==> src/rtl/rpmem_bus.sv <==
// SPI-master bridge: one 32-bit memory-style request becomes one framed SPI transaction
// (CMD, ADDR, optional MASK, optional hold-wait, DATA) to the RP2040 Keks slave.
module rpmem_bus #(
  parameter int CLK_DIV      = 2,
  parameter int CS_SETUP     = 8,
  parameter int CS_HOLD      = 2,
  parameter int ADDR_BITS    = 24,
  parameter int WAIT_TIMEOUT = 65535
) (
  input  logic        clk,
  input  logic        resetn,
  input  logic        valid,
  output logic        ready,
  input  logic        write,
  input  logic [3:0]  wstrb,
  input  logic [31:0] addr,
  input  logic [31:0] wdata,
  output logic [31:0] rdata,
  output logic        err,
  output logic        busy,
  output logic        ss,
  output logic        sclk,
  output logic        mosi,
  input  logic        miso,
  input  logic        hold
);

  typedef enum logic [2:0] {S_IDLE, S_SETUP, S_SHIFT, S_WAIT, S_HOLDOFF, S_DONE} state_t;
  typedef enum logic [1:0] {P_CMD, P_ADDR, P_MASK, P_DATA} phase_t;

  localparam logic [7:0] CMD_READ   = 8'h03;
  localparam logic [7:0] CMD_WRITE  = 8'h02;
  localparam logic [7:0] CMD_MASKED = 8'h04;

  state_t      state;
  phase_t      phase;
  phase_t      next_phase;
  logic [7:0]  cmd;
  logic [31:0] addr_q;
  logic [31:0] wdata_q;
  logic [3:0]  wstrb_q;
  logic        write_q;
  logic [31:0] shreg;
  logic [6:0]  bit_cnt;
  logic [7:0]  div_cnt;
  logic [15:0] dly_cnt;
  logic [15:0] wait_cnt;
  logic        hold_meta;
  logic        hold_s;

  // Each phase is left-aligned in the shift register so mosi is always its MSB.
  function automatic logic [31:0] phase_word(input phase_t p);
    case (p)
      P_CMD:   return {cmd, 24'h0};
      P_ADDR:  return addr_q << (32 - ADDR_BITS);
      P_MASK:  return {4'h0, wstrb_q, 24'h0};
      default: return write_q ? wdata_q : 32'h0;
    endcase
  endfunction

  function automatic logic [6:0] phase_len(input phase_t p);
    case (p)
      P_ADDR:  return 7'(ADDR_BITS);
      P_DATA:  return 7'd32;
      default: return 7'd8;
    endcase
  endfunction

  always_comb begin
    next_phase = P_DATA;
    case (phase)
      P_CMD:   next_phase = P_ADDR;
      P_ADDR:  next_phase = (cmd == CMD_MASKED) ? P_MASK : P_DATA;
      default: next_phase = P_DATA;
    endcase
  end

  // mosi comes straight off a flop, so it never glitches between sclk edges.
  assign mosi = shreg[31];

  always_ff @(posedge clk) begin
    if (!resetn) begin
      hold_meta <= 1'b1;
      hold_s    <= 1'b1;
    end else begin
      hold_meta <= hold;
      hold_s    <= hold_meta;
    end
  end

  always_ff @(posedge clk) begin
    // NOTE: all frame state updates with <= so every branch below reads pre-edge values.
    if (!resetn) begin
      state    <= S_IDLE;
      phase    <= P_CMD;
      ss       <= 1'b1;
      sclk     <= 1'b0;
      ready    <= 1'b0;
      busy     <= 1'b0;
      err      <= 1'b0;
      rdata    <= 32'h0;
      shreg    <= 32'h0;
      bit_cnt  <= 7'd0;
      div_cnt  <= 8'd0;
      dly_cnt  <= 16'd0;
      wait_cnt <= 16'd0;
      cmd      <= 8'h0;
      addr_q   <= 32'h0;
      wdata_q  <= 32'h0;
      wstrb_q  <= 4'h0;
      write_q  <= 1'b0;
    end else begin
      case (state)
        S_IDLE: begin
          if (valid && !ready) begin
            addr_q  <= addr;
            wdata_q <= wdata;
            wstrb_q <= wstrb;
            write_q <= write;
            busy    <= 1'b1;
            err     <= 1'b0;
            dly_cnt <= 16'd0;
            cmd     <= !write ? CMD_READ : ((wstrb == 4'hF) ? CMD_WRITE : CMD_MASKED);
            // An empty write never touches the bus, so chip select stays high.
            ss      <= write && (wstrb == 4'h0);
            state   <= S_SETUP;
          end
        end
        S_SETUP: begin
          if (write_q && (wstrb_q == 4'h0)) begin
            state <= S_DONE;
          end else if (dly_cnt == 16'(CS_SETUP - 1)) begin
            state   <= S_SHIFT;
            phase   <= P_CMD;
            shreg   <= {cmd, 24'h0};
            bit_cnt <= 7'd8;
            div_cnt <= 8'd0;
          end else begin
            dly_cnt <= dly_cnt + 16'd1;
          end
        end
        S_SHIFT: begin
          if (div_cnt != 8'(CLK_DIV - 1)) begin
            div_cnt <= div_cnt + 8'd1;
          end else begin
            div_cnt <= 8'd0;
            if (!sclk) begin
              sclk <= 1'b1;
              if (phase == P_DATA && !write_q) rdata <= {rdata[30:0], miso};
            end else begin
              sclk <= 1'b0;
              if (bit_cnt != 7'd1) begin
                shreg   <= {shreg[30:0], 1'b0};
                bit_cnt <= bit_cnt - 7'd1;
              end else if (phase == P_DATA) begin
                shreg   <= 32'h0;
                dly_cnt <= 16'd0;
                state   <= S_HOLDOFF;
              end else if (phase == P_ADDR && !write_q) begin
                shreg    <= 32'h0;
                wait_cnt <= 16'd0;
                state    <= S_WAIT;
              end else begin
                phase   <= next_phase;
                shreg   <= phase_word(next_phase);
                bit_cnt <= phase_len(next_phase);
              end
            end
          end
        end
        S_WAIT: begin
          if (!hold_s) begin
            state   <= S_SHIFT;
            phase   <= P_DATA;
            shreg   <= phase_word(P_DATA);
            bit_cnt <= 7'd32;
            div_cnt <= 8'd0;
          end else if (WAIT_TIMEOUT != 0 && wait_cnt == 16'(WAIT_TIMEOUT - 1)) begin
            err     <= 1'b1;
            rdata   <= 32'hFFFF_FFFF;
            dly_cnt <= 16'd0;
            state   <= S_HOLDOFF;
          end else if (wait_cnt != 16'hFFFF) begin
            wait_cnt <= wait_cnt + 16'd1;
          end
        end
        S_HOLDOFF: begin
          if (dly_cnt == 16'(CS_HOLD - 1)) begin
            ss    <= 1'b1;
            state <= S_DONE;
          end else begin
            dly_cnt <= dly_cnt + 16'd1;
          end
        end
        S_DONE: begin
          if (!ready) begin
            ready <= 1'b1;
            busy  <= 1'b0;
          end else if (!valid) begin
            ready <= 1'b0;
            state <= S_IDLE;
          end
        end
        default: state <= S_IDLE;
      endcase
    end
  end

endmodule

==> config.mk <==
export PLATFORM = sky130hd
export DESIGN_NAME = rpmem_bus
export DESIGN_NICKNAME = d
export VERILOG_FILES = /design/src/rtl/rpmem_bus.sv
export SDC_FILE = /design/constraint.sdc
export NUM_CORES = 1
export LEC_CHECK = 0
export ABC_AREA = 1
export CAP_MARGIN = 20
export CELL_PAD_IN_SITES_DETAIL_PLACEMENT = 2
export CELL_PAD_IN_SITES_GLOBAL_PLACEMENT = 2
export CORE_ASPECT_RATIO = 1.5
export CORE_MARGIN = 4
export CORE_UTILIZATION = 33
export CTS_CLUSTER_DIAMETER = 200
export CTS_CLUSTER_SIZE = 28
export DETAILED_ROUTE_END_ITERATION = 12
export PLACE_DENSITY = 0.93
export SLEW_MARGIN = 5
export SYNTH_ARGS = -nofsm -noshare
export SYNTH_HDL_FRONTEND = slang
export SYNTH_SLANG_ARGS = --single-unit
==> constraint.sdc <==
create_clock -name clk -period 4.64 [get_ports clk]
set_input_delay 0.464 -clock clk [delete_from_list [all_inputs] [get_ports clk]]
set_output_delay 0.464 -clock clk [all_outputs]
set_load 0.02 [all_outputs]
==> implementation parameters, run 1 <==
Parameter                              Value

Status
  Outcome ... finished, final reports clean

Global routing
  Global-route wire length before repair ... 62.5 mm
  Maximum number of pins on one net before global-route repair ... 65
  Initial antenna violation count ... 0
  Global-route total usage across every layer ... 23.7%
  Global route total overflow ... 0
  Vias in the first global route ... 12000

Floorplan
  Boundary pin count ... 112
  Horizontal extent of the die ... 149 µm
  Initial cell density of the core ... 33.5%
  Die area ... 32900 µm²
  Row count ... 77
  Core outline area ... 29600 µm²
  Vertical die dimension ... 220 µm

Timing
  Final TNS setup ... 0 ns
  Final hold vios ... 0
  Worst Clk Skew ... 0.0119 ns
  RSZ-0062 raised after global routing ... no
  Slew at the pin closest to its max-slew limit ... 1.08 ns
  Post-route clock period utilization ... 70.7%
  F_max ... 305 MHz
  Final Critical Period ... 3.28 ns
  Count of final max-slew check failures ... 0
  Worst slew margin relative to its limit ... 27.6%
  Setup violation total in the final timing report ... 0

Cells and area
  Number of antenna cells inserted ... 0
  Design area ... 11700 µm²
  P&R area growth vs syn ... 17.9%
  Area occupied by multi-input gates ... 5420 µm²
  Final net count ... 1662
  Total of fill cells in the finished design ... 3581
  Reg area ... 3740 µm²
  Filler-free cell count of the finished design ... 1988
  Fraction of final layout cells sized beyond drive strength 1 ... 5.08%

Detailed routing
  Overall via count from detail_route ... 10600
  Violation count after the first detailed-route iteration ... 489
  Average wire per cell in the routed design ... 19.4 µm
  Pre-antenna DRT Iters ... 6
  Detail Route Antenna Nets ... 0
  Ratio of routed vias to standard cells ... 5.32
  DRC violations left ... 0
  Aggregate routed wire length ... 38.6 mm

Setup path
  Capturing element type of the critical path ... flop
  Critical path, cell by cell ... inv_1 -> nor2_4 -> nand2_2 -> inv_2 -> nor2_4 -> inv_1 -> nor2_4 -> nand2_2 -> nand2_1 -> a21oi_1
  Worst reg-to-reg setup slack ... 1.36 ns
  Critical path launch point ... state[0]$_SDFFE_PN0P_
  Critical register-to-register path startpoint ... state[0]$_SDFFE_PN0P_
  Worst Reg-to-Reg Cells ... 10
  Largest stage delay on the critical path ... 0.75 ns
  Critical path data arrival time ... 3.65 ns
  Required time at the worst-slack endpoint ... 5.01 ns
  Highest fanout seen on the critical path ... 32
  Setup CP Type ... flop to flop
  Cell type with the highest occurrence count on the critical path ... sky130_fd_sc_hd__nor2_4
  End of the worst register-to-register path ... shreg[28]$_SDFFE_PN0P_
  Cell with the biggest individual delay on the critical path ... sky130_fd_sc_hd__nor2_4
  Crit path launch type ... flop

Min path
  WHS Endpoint ... hold_s$_SDFF_PN1_
  Number of instances on the worst hold path ... 1
  Worst hold-check path type ... flop to flop
  Hold path start ... hold_meta$_SDFF_PN1_

Power and ir drop
  Leakage power of the design ... 0.00444 µW
  Worst IR Drop VDD ... 0.000264 V
  Power density cells ... 464 nW/µm²
  Total power ... 5410 µW

Clock tree
  Source-to-sink clock delay at the later pin of the worst-skew pair ... 0.46 ns
  Clock transition at the register clock pins on the worst setup and hold paths after CTS ... 0.07 ns
  Post-CTS resize count ... 0
  Cts hold-fix bufs ... 0
  Post-CTS Setup Bufs ... 0
  Max clock buf depth ... 2
  Num CTS Buffers ... 17
  CTS tree ... built
  Number of clock sinks ... 187
  Root Buffer ... sky130_fd_sc_hd__clkbuf_16
  Number of levels in the clock H-tree ... 4

Logic synthesis
  Async set-reset flop share out of synthesis ... 0%
  Post-synth top area cell ... sky130_fd_sc_hd__dfxtp_1
  Post-synthesis cell type count ... 41
  Post-synthesis area per instance ... 6.46 µm²
  Top-area cell type share of the netlist area ... 37.8%
  Seq cells post-synth ... 187
  Most used flip-flop cell after synthesis ... sky130_fd_sc_hd__dfxtp_1
  Post-synth EDFFs ... 0
  Register area share after synthesis ... 37.8%
  Post-synthesis net count ... 1615
  Number of instances in the synthesized netlist ... 1533
  Synthesis warning total ... 0
  Top area cells in the synthesized netlist ... sky130_fd_sc_hd__dfxtp_1 38%, sky130_fd_sc_hd__nand2_1 15%, sky130_fd_sc_hd__nor2_1 12%, sky130_fd_sc_hd__nand3_1 8.0%, sky130_fd_sc_hd__a21oi_1 5.7%
  Combined area of all synthesized cells ... 9900 µm²

Placed design
  RePlAce Congestion ... 0.807
  Count of input and output buffers ... 103
  Post-detailed-placement half-perimeter wirelength ... 25.7 mm
  Number of cells in the design after placement ... 1955
  Cell area after placement ... 11100 µm²

Job
  Number of max-cap violations ... 0
[how the worst max path moves through the flow]
stage / to
finish: shreg[28]$_SDFFE_PN0P_
global route: shreg[28]$_SDFFE_PN0P_
CTS: shreg[28]$_SDFFE_PN0P_
detailed placement: wait_cnt[13]$_SDFFE_PN0P_
global placement: wdata_q[16]$_SDFFE_PN0P_
floorplan: dly_cnt[11]$_SDFFE_PN0P_
[routing by layer]
metal,wire length (µm),GRT usage [%],vias to the layer above
met5,0,0,-
met4,1410,10.2,0
met3,851,3.19,83
met2,21100,46.2,205
met1,15200,24.9,5255
li1,-,-,5034
[stage by stage]
step | util (%) | setup slack, ns | hold WS [ns]
finish | 39.5 | 1.36 | 0.445
global route | 39.5 | 1.20 | 0.470
global placement | 37.4 | 1.62 | 0.403
floorplan | - | 2.85 | 0.393
detailed placement | 37.4 | 1.57 | 0.414
CTS | 39.4 | 1.43 | 0.458
[where the power goes]
group / internal (µW) / total [µW] / switching [µW]
logic: 470 / 1840 / 1370
registers: 1840 / 2040 / 203
clock network: 817 / 1530 / 709
[cells by family after synthesis]
logic type,share of synthesized area (%)
AO/OA/AOI/OAI,11.5
XOR/XNOR,2.04
adder cells (fa/ha/maj),1.01
buffers and inverters,7.50
AND/OR/NAND/NOR,40.2
flip-flops,37.8
[synthesized netlist by cell type, types with 2 or more instances]
| master | number |
|---|---|
| sky130_fd_sc_hd__nor2_4 | 5 |
| sky130_fd_sc_hd__a21oi_1 | 112 |
| sky130_fd_sc_hd__or2_2 | 3 |
| sky130_fd_sc_hd__buf_6 | 11 |
| sky130_fd_sc_hd__nand3_1 | 158 |
| sky130_fd_sc_hd__nand2_2 | 9 |
| sky130_fd_sc_hd__buf_1 | 5 |
| sky130_fd_sc_hd__a21oi_2 | 3 |
| sky130_fd_sc_hd__o22ai_1 | 2 |
| sky130_fd_sc_hd__dfxtp_1 | 187 |
| sky130_fd_sc_hd__nand3b_1 | 8 |
| sky130_fd_sc_hd__xnor2_1 | 5 |
| sky130_fd_sc_hd__nor3_1 | 7 |
| sky130_fd_sc_hd__o21ai_1 | 6 |
| sky130_fd_sc_hd__inv_2 | 6 |
| sky130_fd_sc_hd__ha_1 | 8 |
| sky130_fd_sc_hd__buf_4 | 5 |
| sky130_fd_sc_hd__o211ai_1 | 8 |
| sky130_fd_sc_hd__o21ai_0 | 78 |
| sky130_fd_sc_hd__nor2_8 | 2 |
| sky130_fd_sc_hd__buf_2 | 21 |
| sky130_fd_sc_hd__nand2_1 | 391 |
| sky130_fd_sc_hd__o21bai_1 | 4 |
| sky130_fd_sc_hd__nand4_1 | 24 |
| sky130_fd_sc_hd__nor2_1 | 319 |
| sky130_fd_sc_hd__clkbuf_1 | 44 |
| sky130_fd_sc_hd__xor2_1 | 18 |
| sky130_fd_sc_hd__nor2_2 | 3 |
| sky130_fd_sc_hd__inv_1 | 69 |
[flip-flops by register name, summed over array words and instances, names as in the netlist, 2 cells and up]
register	cells
shreg	32
bit_cnt	7
div_cnt	8
rdata	32
wdata_q	32
state	3
dly_cnt	16
wait_cnt	16
cmd	3
phase	2
addr_q	24
wstrb_q	4
[critical path, delay by kind of cell (launching register included)]
kind                   cells  cell delay, ns
and+or+nand+nor            6            1.78
DFF                        1            0.65
buffers and inverters      3            0.50
AOI/OAI and AO/OA          1            0.23
[cell usage in the layout (no fill, tap or decap), types with 2 or more instances in the layout]
cell type and instances:
sky130_fd_sc_hd__bufinv_16 2, sky130_fd_sc_hd__buf_4 11, sky130_fd_sc_hd__o211ai_1 8, sky130_fd_sc_hd__nor2_8 2
sky130_fd_sc_hd__o21bai_1 4, sky130_fd_sc_hd__nand3b_1 8, sky130_fd_sc_hd__inv_1 69, sky130_fd_sc_hd__inv_6 3
sky130_fd_sc_hd__o22ai_1 2, sky130_fd_sc_hd__xor2_1 18, sky130_fd_sc_hd__xnor2_1 5, sky130_fd_sc_hd__nor2_2 5
sky130_fd_sc_hd__clkinv_4 3, sky130_fd_sc_hd__o21ai_0 78, sky130_fd_sc_hd__nor3_1 7, sky130_fd_sc_hd__ha_1 8
sky130_fd_sc_hd__clkinvlp_4 3, sky130_fd_sc_hd__a21oi_1 112, sky130_fd_sc_hd__nor2_1 317, sky130_fd_sc_hd__nand2_1 391
sky130_fd_sc_hd__nor2_4 5, sky130_fd_sc_hd__nand2_2 9, sky130_fd_sc_hd__clkbuf_16 17, sky130_fd_sc_hd__a21oi_2 2
sky130_fd_sc_hd__clkdlybuf4s50_1 102, sky130_fd_sc_hd__inv_2 6, sky130_fd_sc_hd__o21ai_1 6, sky130_fd_sc_hd__clkbuf_1 3
sky130_fd_sc_hd__or2_2 4, sky130_fd_sc_hd__nand3_1 158, sky130_fd_sc_hd__nand4_1 24, sky130_fd_sc_hd__dfxtp_1 186
[cell type report]
type | count | share of cell area [%]
well taps | 395 | 4.24
multi-input cells | 1183 | 46.5
repair buffers | 114 | 9.69
clock buffers | 21 | 3.86
inverters | 77 | 2.50
clock inverters | 11 | 1.16
flip-flops and latches | 187 | 32.1
No activity file was read; power rests on OpenSTA's default activity.
==> run 2: changes to the inputs <==
- CORE_UTILIZATION: 33 -> 28
- PLACE_DENSITY: 0.93 -> 0.85
- clock period: 4.64 -> 2.7 ns (I/O delays scaled with it)
==> run 2 against run 1 <==
Net effect:
- clock power rose by 87%
- non-clock buffer count grew 21
- sequential share of layout area fell by 0.98 points
- sequential power is 71% higher
- setup slack worse by 1.1 ns
- power grew 77%
- maximum frequency grew 36%
- final area is 3.1% higher
- final cell count grew 4.9%
- critical path type unchanged
- largest cell class unchanged
- highest routed layer unchanged
==> implementation parameters, run 2 (synthesis results as in run 1) <==
Parameter                              Value

Status
  Outcome ... finished, final reports clean

Cells and area
  Fraction of final layout cells sized beyond drive strength 1 ... 6.33%
  Filler-free cell count of the finished design ... 2085
  Largest registers in the final layout ... rdata (32), shreg (32), wdata_q (32)
  Most common cell after layout, fill and taps aside ... sky130_fd_sc_hd__nand2_1
  P&R area growth vs syn ... 21.6%
  Design area ... 12000 µm²
  Number of antenna cells inserted ... 0
  Final net count ... 1683
  Commonest cells after routing, fill and taps aside ... 391 x sky130_fd_sc_hd__nand2_1, 318 x sky130_fd_sc_hd__nor2_1, 186 x sky130_fd_sc_hd__dfxtp_1
  Total of fill cells in the finished design ... 4195

Power and ir drop
  Combinational fraction of design power ... 33.6%
  Leakage power of the design ... 0.00460 µW
  Cell internal power dissipation ... 5770 µW
  Switching fraction of total power ... 39.6%
  Worst IR Drop VDD ... 0.000472 V
  Clk network pwr share ... 29.9%
  Sequential group share of total power ... 36.5%
  Power density cells ... 794 nW/µm²
  Net switching power figure ... 3790 µW
  Total power ... 9550 µW

Clock tree
  Post-CTS Setup Bufs ... 0
  Post-CTS resize count ... 0
  Source-to-sink clock delay at the later pin of the worst-skew pair ... 0.47 ns
  Max clock buf depth ... 2
  Clock transition at the register clock pins on the worst setup and hold paths after CTS ... 0.07 ns
  Cts hold-fix bufs ... 0
  Number of levels in the clock H-tree ... 4
  CTS tree ... built
  Root Buffer ... sky130_fd_sc_hd__clkbuf_16
  Number of clock sinks ... 187
  Num CTS Buffers ... 17

Job
  Number of max-cap violations ... 0

Setup path
  Worst reg-to-reg setup slack ... 0.29 ns
  Capture point of the critical path ... shreg[8]$_SDFFE_PN0P_
  Worst Reg-to-Reg Cells ... 10
  Cell type with the highest occurrence count on the critical path ... sky130_fd_sc_hd__nand2_1
  Setup CP Type ... flop to flop
  Highest fanout seen on the critical path ... 18
  Critical register-to-register path startpoint ... dly_cnt[0]$_SDFFE_PN0P_
  Largest stage delay on the critical path ... 0.45 ns
  End of the worst register-to-register path ... shreg[8]$_SDFFE_PN0P_
  Crit path launch type ... flop
  Required time at the worst-slack endpoint ... 3.09 ns
  Critical path, cell by cell ... ha_1 -> nand3_1 -> nor2_1 -> nand2_1 -> nand2_1 -> nand3_4 -> nor2_8 -> buf_12 -> nand2_1 -> a21oi_1
  Capturing element type of the critical path ... flop
  Critical path launch point ... dly_cnt[0]$_SDFFE_PN0P_
  Cell with the biggest individual delay on the critical path ... sky130_fd_sc_hd__dfxtp_1
  Critical path data arrival time ... 2.80 ns

Floorplan
  Horizontal extent of the die ... 161 µm
  Row count ... 84
  Initial cell density of the core ... 28.3%
  Boundary pin count ... 112
  Vertical die dimension ... 238 µm
  Die area ... 38500 µm²
  Core outline area ... 35000 µm²

Detailed routing
  Aggregate routed wire length ... 35.3 mm
  Met3 wirelength from detailed routing ... 843 µm
  Average wire per cell in the routed design ... 17.0 µm
  Total length of routed met2 wires ... 19.4 mm
  DRC violations left ... 0
  Violation count after the first detailed-route iteration ... 476
  Ratio of routed vias to standard cells ... 5.05
  Routed length on met1 ... 14.1 mm
  Detail Route Antenna Nets ... 0
  Uppermost metal layer occupied by signal nets ... met4
  Pre-antenna DRT Iters ... 4
  Overall via count from detail_route ... 10500

Timing
  Final Critical Period ... 2.41 ns
  RSZ-0062 raised after global routing ... no
  Count of final max-slew check failures ... 0
  Worst Clk Skew ... 0.0137 ns
  Final TNS setup ... 0 ns
  Setup violation total in the final timing report ... 0
  Post-route clock period utilization ... 89.3%
  Worst slew margin relative to its limit ... 60.3%
  Slew at the pin closest to its max-slew limit ... 0.596 ns
  F_max ... 415 MHz
  Final hold vios ... 0

Placed design
  Number of cells in the design after placement ... 2054
  RePlAce Congestion ... 0.836
  Count of input and output buffers ... 103
  Cell area after placement ... 11400 µm²
  Post-detailed-placement half-perimeter wirelength ... 25.1 mm

Global routing
  Vias in the first global route ... 11400
  Initial antenna violation count ... 0
  Global route total overflow ... 0
  Global-route wire length before repair ... 58.0 mm
  Maximum number of pins on one net before global-route repair ... 113
  Global-route total usage across every layer ... 18.5%

Min path
  Hold path start ... resetn
  Worst hold-check path type ... input pin to flop
run 2: changes by cell type in the layout (fill, tap and decap cells not counted), sizes merged:
cell	delta
clkbuf	-4
buf	+21
bufinv	+3
clkinvlp	-1
inv	+1
clkinv	-1
run 2: routing by layer:
| layer | vias to the layer above | global-route usage [%] |
|---|---|---|
| met5 | - | 0 |
| met3 | 44 | 2.71 |
| met4 | 0 | 6.93 |
| met1 | 5250 | 19.6 |
| met2 | 147 | 36.4 |
| li1 | 5083 | - |
run 2: worst min path at each step:
stage	end	slack, ns	cells past startpoint
floorplan	hold_meta$_SDFF_PN1_	0.38	1
global placement	hold_s$_SDFF_PN1_	0.41	1
detailed placement	hold_s$_SDFF_PN1_	0.41	1
CTS	wait_cnt[14]$_SDFFE_PN0P_	0.33	3
global route	wait_cnt[14]$_SDFFE_PN0P_	0.36	3
finish	wait_cnt[12]$_SDFFE_PN0P_	0.33	3
run 2: cell type report:
| type | count | area (µm²) | area share, % |
|---|---|---|---|
| flip-flops and latches | 187 | 3740 | 31.1 |
| multi-input cells | 1183 | 5430 | 45.1 |
| repair buffers | 135 | 1340 | 11.2 |
| clock buffers | 17 | 425 | 3.53 |
| inverters | 77 | 292 | 2.42 |
| well taps | 473 | 592 | 4.92 |
| clock inverters | 13 | 214 | 1.78 |
run 2: per-stage QoR:
| step | utilization (%) | hold slack [ns] | worst slack, ns |
|---|---|---|---|
| 3_5_place_dp | 32.5 | 0.414 | 0.0714 |
| 3_3_place_gp | 32.5 | 0.411 | 0.155 |
| 5_1_grt | 34.4 | 0.359 | 0.0486 |
| 2_1_floorplan | - | 0.377 | 0.913 |
| 4_1_cts | 34.3 | 0.331 | 0.0804 |
| 6_report | 34.4 | 0.325 | 0.290 |
run 2: power groups by stage:
stage          Sequential, µW  Clock [µW]  Combinational, µW
3_5_place_dp             3540           0               3230
5_1_grt                  3550        3020               3620
3_3_place_gp             3520           0               3100
6_report                 3490        2860               3210
2_1_floorplan            3430           0               2210
4_1_cts                  3490        2910               3260
run 2: critical path: cells and delay by family (launching register included):
family,cells,cell delay (ns)
compound gates,1,0.13
fa+ha+maj,1,0.29
buf+inv,1,0.20
flops,1,0.45
simple gates,7,1.25
